===== config.mk =====
export PLATFORM = sky130hd
export DESIGN_NAME = cpu_sequencer_flat
export DESIGN_NICKNAME = d
export VERILOG_FILES = /design/src/rtl/cpu_sequencer_if.sv /design/src/rtl/cpu_sequencer.sv /design/src/flat_wrapper.sv
export SDC_FILE = /design/constraint.sdc
export NUM_CORES = 1
export LEC_CHECK = 0
export ABC_AREA = 1
export CAP_MARGIN = 20
export CORE_UTILIZATION = 50
export CTS_CLUSTER_SIZE = 8
export DETAILED_ROUTE_END_ITERATION = 16
export PLACE_DENSITY = 0.79
export SLEW_MARGIN = 30
export SYNTH_ARGS = -nofsm -noshare
export SYNTH_HDL_FRONTEND = slang
export SYNTH_SLANG_ARGS = --single-unit

===== constraint.sdc =====
create_clock -name clk -period 2 [get_ports clk]
set_input_delay 0.3 -clock clk [delete_from_list [all_inputs] [get_ports clk]]
set_output_delay 0.3 -clock clk [all_outputs]
set_load 0.02 [all_outputs]

===== src/rtl/cpu_sequencer_if.sv =====
// rtl/cpu_sequencer_if.sv - Fetch, decode and data-memory handshake bundle between sequencer and datapath.
interface cpu_sequencer_if #(
  parameter int PC_W = 16
);
  logic [PC_W-1:0] pc;
  logic [15:0]     instruction;
  logic [15:0]     ir;
  logic            jump;
  logic            branch;
  logic            is_zero;
  logic            regwrite_in;
  logic            memwrite_in;
  logic            memtoreg_in;
  logic            mem_ack;
  logic            regwrite_out;
  logic            memwrite_out;
  logic            mem_req;

  modport master (
    output pc, ir, regwrite_out, memwrite_out, mem_req,
    input  instruction, jump, branch, is_zero, regwrite_in, memwrite_in, memtoreg_in, mem_ack
  );

  modport slave (
    input  pc, ir, regwrite_out, memwrite_out, mem_req,
    output instruction, jump, branch, is_zero, regwrite_in, memwrite_in, memtoreg_in, mem_ack
  );
endinterface


===== src/rtl/cpu_sequencer.sv =====
// rtl/cpu_sequencer.sv - Multi-cycle fetch/exec/mem sequencer owning pc and ir for the 16-bit CPU.
// Optional single-step input enabled by defining SEQ_SINGLE_STEP_EN.
module cpu_sequencer #(
  parameter int PC_W       = 16,
  parameter int WAIT_LIMIT = 8
) (
  input  logic        clk,
  input  logic        rst,
  input  logic        run_en_i,
`ifdef SEQ_SINGLE_STEP_EN
  input  logic        step_i,
`endif
  cpu_sequencer_if.master bus,
  output logic        busy_o,
  output logic        halted_o,
  output logic        timeout_err_o,
  output logic [15:0] instr_count_o
);

  localparam int          CNT_W     = $clog2(WAIT_LIMIT + 1);
  localparam logic [15:0] HALT_WORD = 16'hFFFF;

  typedef enum logic [2:0] {
    S_IDLE,
    S_FETCH,
    S_EXEC,
    S_MEM,
    S_HALT
  } state_t;

  state_t          state_q, state_d;
  logic [PC_W-1:0] pc_q, pc_d;
  logic [15:0]     ir_q, ir_d;
  logic [CNT_W-1:0] wait_q, wait_d;
  logic [15:0]     count_q, count_d;
  logic            terr_q, terr_d;
  logic            retire;
  logic            start;
  logic            regwrite;
  logic            memwrite;
  logic [PC_W-1:0] next_pc;

`ifdef SEQ_SINGLE_STEP_EN
  logic step_q, step_d;

  // Only a fresh rising edge of step starts an instruction, so a held step runs once.
  assign step_d = step_i;
  assign start  = run_en_i | (step_i & ~step_q);
`else
  assign start = run_en_i;
`endif

  always_comb begin
    if (bus.jump) begin
      next_pc = PC_W'(ir_q[12:0]);
    end else if (bus.branch && bus.is_zero) begin
      next_pc = PC_W'(ir_q[6:0]);
    end else begin
      next_pc = pc_q + PC_W'(1);
    end
  end

  always_comb begin
    state_d  = state_q;
    pc_d     = pc_q;
    ir_d     = ir_q;
    wait_d   = wait_q;
    count_d  = count_q;
    terr_d   = terr_q;
    retire   = 1'b0;
    regwrite = 1'b0;
    memwrite = 1'b0;

    case (state_q)
      S_IDLE: begin
        if (start) begin
          state_d = S_FETCH;
        end
      end
      S_FETCH: begin
        ir_d    = bus.instruction;
        state_d = S_EXEC;
      end
      S_EXEC: begin
        if (ir_q == HALT_WORD) begin
          state_d = S_HALT;
        end else if (bus.memtoreg_in || bus.memwrite_in) begin
          state_d = S_MEM;
          wait_d  = CNT_W'(1);
        end else begin
          regwrite = bus.regwrite_in;
          retire   = 1'b1;
        end
      end
      S_MEM: begin
        if (bus.mem_ack) begin
          memwrite = bus.memwrite_in;
          regwrite = bus.regwrite_in & bus.memtoreg_in;
          retire   = 1'b1;
        end else if (wait_q == CNT_W'(WAIT_LIMIT)) begin
          terr_d  = 1'b1;
          state_d = S_HALT;
        end else begin
          wait_d = wait_q + CNT_W'(1);
        end
      end
      S_HALT: begin
        state_d = S_HALT;
      end
      default: begin
        state_d = S_IDLE;
      end
    endcase

    // Dropping run_en mid-instruction lets it finish, then parks at the boundary.
    if (retire) begin
      pc_d    = next_pc;
      state_d = run_en_i ? S_FETCH : S_IDLE;
      if (count_q != 16'hFFFF) begin
        count_d = count_q + 16'd1;
      end
    end
  end

  always_ff @(posedge clk or posedge rst) begin
    if (rst) begin
      state_q <= S_IDLE;
      pc_q    <= '0;
      ir_q    <= '0;
      wait_q  <= '0;
      count_q <= '0;
      terr_q  <= 1'b0;
    end else begin
      state_q <= state_d;
      pc_q    <= pc_d;
      ir_q    <= ir_d;
      wait_q  <= wait_d;
      count_q <= count_d;
      terr_q  <= terr_d;
    end
  end

`ifdef SEQ_SINGLE_STEP_EN
  always_ff @(posedge clk or posedge rst) begin
    if (rst) begin
      step_q <= 1'b0;
    end else begin
      step_q <= step_d;
    end
  end
`endif

  // mem_req is decoded from state so an asynchronous reset removes it immediately.
  assign bus.pc           = pc_q;
  assign bus.ir           = ir_q;
  assign bus.mem_req      = (state_q == S_MEM);
  assign bus.regwrite_out = regwrite;
  assign bus.memwrite_out = memwrite;
  assign busy_o           = (state_q != S_IDLE) && (state_q != S_HALT);
  assign halted_o         = (state_q == S_HALT);
  assign timeout_err_o    = terr_q;
  assign instr_count_o    = count_q;

endmodule


===== src/flat_wrapper.sv =====
// flat-port wrapper written by rule: the top's interface ports become plain ports
module cpu_sequencer_flat 
#(
  parameter int PC_W       = 16,
  parameter int WAIT_LIMIT = 8
)
  (clk, rst, run_en_i, busy_o, halted_o, timeout_err_o, instr_count_o, bus_pc, bus_ir, bus_regwrite_out, bus_memwrite_out, bus_mem_req, bus_instruction, bus_jump, bus_branch, bus_is_zero, bus_regwrite_in, bus_memwrite_in, bus_memtoreg_in, bus_mem_ack);
  cpu_sequencer_if #(.PC_W(PC_W)) bus_i ();
  input  logic clk;
  input  logic rst;
  input  logic run_en_i;
  output logic busy_o;
  output logic halted_o;
  output logic timeout_err_o;
  output logic [15:0] instr_count_o;
  output wire logic [$bits(bus_i.pc)-1:0] bus_pc;
  output wire logic [$bits(bus_i.ir)-1:0] bus_ir;
  output wire logic [$bits(bus_i.regwrite_out)-1:0] bus_regwrite_out;
  output wire logic [$bits(bus_i.memwrite_out)-1:0] bus_memwrite_out;
  output wire logic [$bits(bus_i.mem_req)-1:0] bus_mem_req;
  input wire logic [$bits(bus_i.instruction)-1:0] bus_instruction;
  input wire logic [$bits(bus_i.jump)-1:0] bus_jump;
  input wire logic [$bits(bus_i.branch)-1:0] bus_branch;
  input wire logic [$bits(bus_i.is_zero)-1:0] bus_is_zero;
  input wire logic [$bits(bus_i.regwrite_in)-1:0] bus_regwrite_in;
  input wire logic [$bits(bus_i.memwrite_in)-1:0] bus_memwrite_in;
  input wire logic [$bits(bus_i.memtoreg_in)-1:0] bus_memtoreg_in;
  input wire logic [$bits(bus_i.mem_ack)-1:0] bus_mem_ack;
  assign bus_pc = bus_i.pc;
  assign bus_ir = bus_i.ir;
  assign bus_regwrite_out = bus_i.regwrite_out;
  assign bus_memwrite_out = bus_i.memwrite_out;
  assign bus_mem_req = bus_i.mem_req;
  assign bus_i.instruction = bus_instruction;
  assign bus_i.jump = bus_jump;
  assign bus_i.branch = bus_branch;
  assign bus_i.is_zero = bus_is_zero;
  assign bus_i.regwrite_in = bus_regwrite_in;
  assign bus_i.memwrite_in = bus_memwrite_in;
  assign bus_i.memtoreg_in = bus_memtoreg_in;
  assign bus_i.mem_ack = bus_mem_ack;
  cpu_sequencer #(.PC_W(PC_W), .WAIT_LIMIT(WAIT_LIMIT)) u_core (.clk(clk), .rst(rst), .run_en_i(run_en_i), .bus(bus_i), .busy_o(busy_o), .halted_o(halted_o), .timeout_err_o(timeout_err_o), .instr_count_o(instr_count_o));
endmodule

==> impl_metrics.csv <==
group,metric,value,unit
run_status,outcome,"finished, violations left",
run_status,failed_checks,"DRC",
clock_network,cts_buffer_depth,2,
sta,slew_headroom,0.680,
place,place_area,4360,sq um
sta,fmax,0.513,GHz
critical_path,slowest_stage,"clkdlybuf4s50_1",
critical_path,cp_data_arrival_time,1.65,ns
clock_network,cts_setup_buffers,0,
global_route,grt_pass1_vias,3182,
routing,postRouteWirelength,8450,microns
sta,timing_hold_violations_final,0,
final_layout,syn_to_final_growth,33.3,%
clock_network,cts_htree_levels,2,
final_layout,final_nets,576,
sta,slew_violations,0,
sta,tns,0,ns
clock_network,cts_tree,"built",
clock_network,cts_hold_buffers,0,
critical_path,critical_path.top_delay_family,"buffers and inverters",
floorplanning,core_area,6420,sq um
final_layout,fin_area,4480,sq um
routing,vias,3293,
logic_synthesis,ys_warn_count,0,
clock_network,clkLatencyLatePin,0.31,ns
global_route,antenna_found_initial,0,
clock_network,clk_pin_slew,0.10,ns
routing,dr.first_iter.drc_count,156,
place,gp_congestion,0.913,
logic_synthesis,synth.avg_cell_area,7.52,sq um
critical_path,cp_max_fo,4,
floorplanning,num_rows,29,
power,power_density,1250,nW/um^2
logic_synthesis,synth_cell_type_count,32,
critical_path,worstSetupEndpointType,"output pin",
sta,finClkSkew,0.0126,ns
sta,whs,0.353,ns
floorplanning,die_x,84.0,microns
place,io_buffers,79,
final_layout,final_util,0.698,
final_layout,fillers,514,
sta,tightest_slew,0.478,ns
critical_path,cp_cell_sequence,"buf_4 > nor2_1 > inv_1 > clkdlybuf4s50_1",
floorplanning,chipHeight,84.0,microns
logic_synthesis,syn_nets,477,
routing,first_pass_iters,11,
critical_path,crit_type,"flop to output pin",
place,dp.final_hpwl,6180,microns
flow_run,maxCapViolations,0,
clock_network,clock-root-buffer,"clkbuf_8",
critical_path,cpPeakStageDelay,0.53,ns
clock_network,clkSinkCount,56,
logic_synthesis,synth_seq_area_share,0.417,
logic_synthesis,syn_area,3360,sq um
critical_path,crit_path_start_kind,"flop",
critical_path,cp-startpoint,"u_core.state_q[0]$_DFFE_PP0P_",
sta,timing.final.crit_share,0.975,
sta,rsz0062_at_grt,"no",
critical_path,cp.required,1.70,ns
power,p_leak,0.00215,uW
routing,wl_per_cell,13.5,microns
global_route,grt_max_degree,57,
floorplanning,initial_utilization,0.524,
clock_network,cts_buffers,5,
final_layout,drive_gt1_frac,0.130,
routing,ant_nets,0,
global_route,grt-ovfl-total,0,
critical_path,r2r-start,"u_core.state_q[0]$_DFFE_PP0P_",
logic_synthesis,synthCells,447,
sta,setup-violations-final,0,
sta,period_needed,1.95,ns
routing,drc,10,
routing,vias_per_cell,5.28,
hold_path,holdCritPathClass,"input port to async pin",
floorplanning,die-area,7060,sq um
final_layout,diodes,0,
critical_path,critPathBufInv,3,
floorplanning,io_pins,80,
global_route,grt_pass1_wl,14400,microns
global_route,groute.usage.overall,0.252,
power,peakVddDrop,800,uV
logic_synthesis,ys_seq_elements,56,
[routing by layer]
| layer | global-route usage | part of all wire | up-vias |
|---|---|---|---|
| met3 | 0.0425 | 0.042 | 6 |
| met2 | 0.455 | 0.51 | 81 |
| met1 | 0.313 | 0.44 | 1588 |
| met4 | 0.0627 | 0.0060 | 0 |
| met5 | 0 | 0 | - |
| li1 | - | - | 1618 |
[final cells by class]
| cell class | instances | area [sq um] | share of cell area |
|---|---|---|---|
| clock buffers | 6 | 72.6 | 0.0162 |
| multi-input cells | 338 | 1750 | 0.391 |
| well taps | 77 | 96.3 | 0.0215 |
| clock inverters | 2 | 35.0 | 0.00782 |
| inverters | 44 | 165 | 0.0369 |
| repair buffers | 101 | 958 | 0.214 |
| flip-flops and latches | 56 | 1400 | 0.313 |
[sequential cells by signal, summed over array words and instances, names as in the netlist]
register / count
u_core.bus.pc: 16
u_core.bus.ir: 16
u_core.instr_count_o: 16
u_core.timeout_err_o: 1
u_core.wait_q: 4
u_core.state_q: 3
[where the power goes]
group	total, uW	internal, uW	switching [uW]	leakage (uW)
logic	2980	1410	1570	0.00138
registers	1910	1510	397	0.000712
clock network	732	372	360	0.0000552
[per-stage QoR]
stage	std cells	power, uW	setup slack [ns]
2_1_floorplan	447	3540	0.161
3_3_place_gp	616	4800	-0.231
3_5_place_dp	616	4890	-0.330
4_1_cts	624	5650	0.00741
5_1_grt	624	6020	0.00181
6_report	624	5620	0.0508
[worst paths after layout]
path	end	slack [ns]	cells after the start
worst max-delay path	busy_o	0.05	4
worst min-delay path	u_core.timeout_err_o$_DFFE_PP0P_	0.35	3
max in group asynchronous	u_core.bus.ir[11]$_DFFE_PP0P_	1.40	3
worst max register to register	u_core.instr_count_o[5]$_DFFE_PP0P_	0.13	9
min in group clk	u_core.timeout_err_o$_DFFE_PP0P_	0.48	1
worst min register to register	u_core.timeout_err_o$_DFFE_PP0P_	0.48	1
[cell families (layout without fill, tap and decap cells)]
logic type      after synthesis  in the layout  share of synthesized area
compound gates               31             31                     0.0506
xor+xnor                     15             15                     0.0391
fa+ha+maj                     4              4                     0.0149
buf+inv                      53            153                     0.0688
flops                        56             56                      0.417
mux                          17             17                     0.0565
simple gates                271            271                      0.353
[synthesized netlist by cell type, drive strengths merged]
library cell / n / area share
o21ai: 21 / 0.032
inv: 44 / 0.049
or2: 1 / 0.0019
nor2: 49 / 0.061
mux2i: 1 / 0.0030
o211ai: 1 / 0.0022
a21oi: 5 / 0.0074
nand3b: 3 / 0.0067
nand4: 8 / 0.019
nand3: 43 / 0.064
nor3: 6 / 0.014
nand2: 161 / 0.19
dfrtp: 56 / 0.42
xnor2: 7 / 0.018
a31oi: 1 / 0.0019
buf: 9 / 0.020
xor2: 8 / 0.021
o21bai: 3 / 0.0067
mux2: 16 / 0.054
ha: 4 / 0.015
[worst register-to-register path, cell delays in order (launching register included)]
cell and delay, ns:
dfrtp_1 0.41, inv_2 0.10, nand3_1 0.12, nor2_4 0.16, o21ai_4 0.09, nand2_4 0.06, buf_4 0.35, nand2_4 0.24
nand2_1 0.12, o21ai_0 0.10
[cells in the final DEF (no fill, tap or decap), drive strengths merged, types with 7 or more instances in the layout]
| cell | synthesis | routed |
|---|---|---|
| buf | 9 | 23 |
| clkbuf | 0 | 7 |
| clkdlybuf4s50 | 0 | 75 |
| dfrtp | 56 | 56 |
| inv | 44 | 44 |
| mux2 | 16 | 16 |
| nand2 | 161 | 161 |
| nand3 | 43 | 43 |
| nand4 | 8 | 8 |
| nor2 | 49 | 49 |
| o21ai | 21 | 21 |
| xnor2 | 7 | 7 |
| xor2 | 8 | 8 |
[repair_timing]
action	in CTS	in global routing
gates resized for setup	12	4
setup endpoints to repair	4	2
hold endpoints to repair	0	0
cloned	0	0
pin swaps	1	1
(Power assumes the default switching activity.)
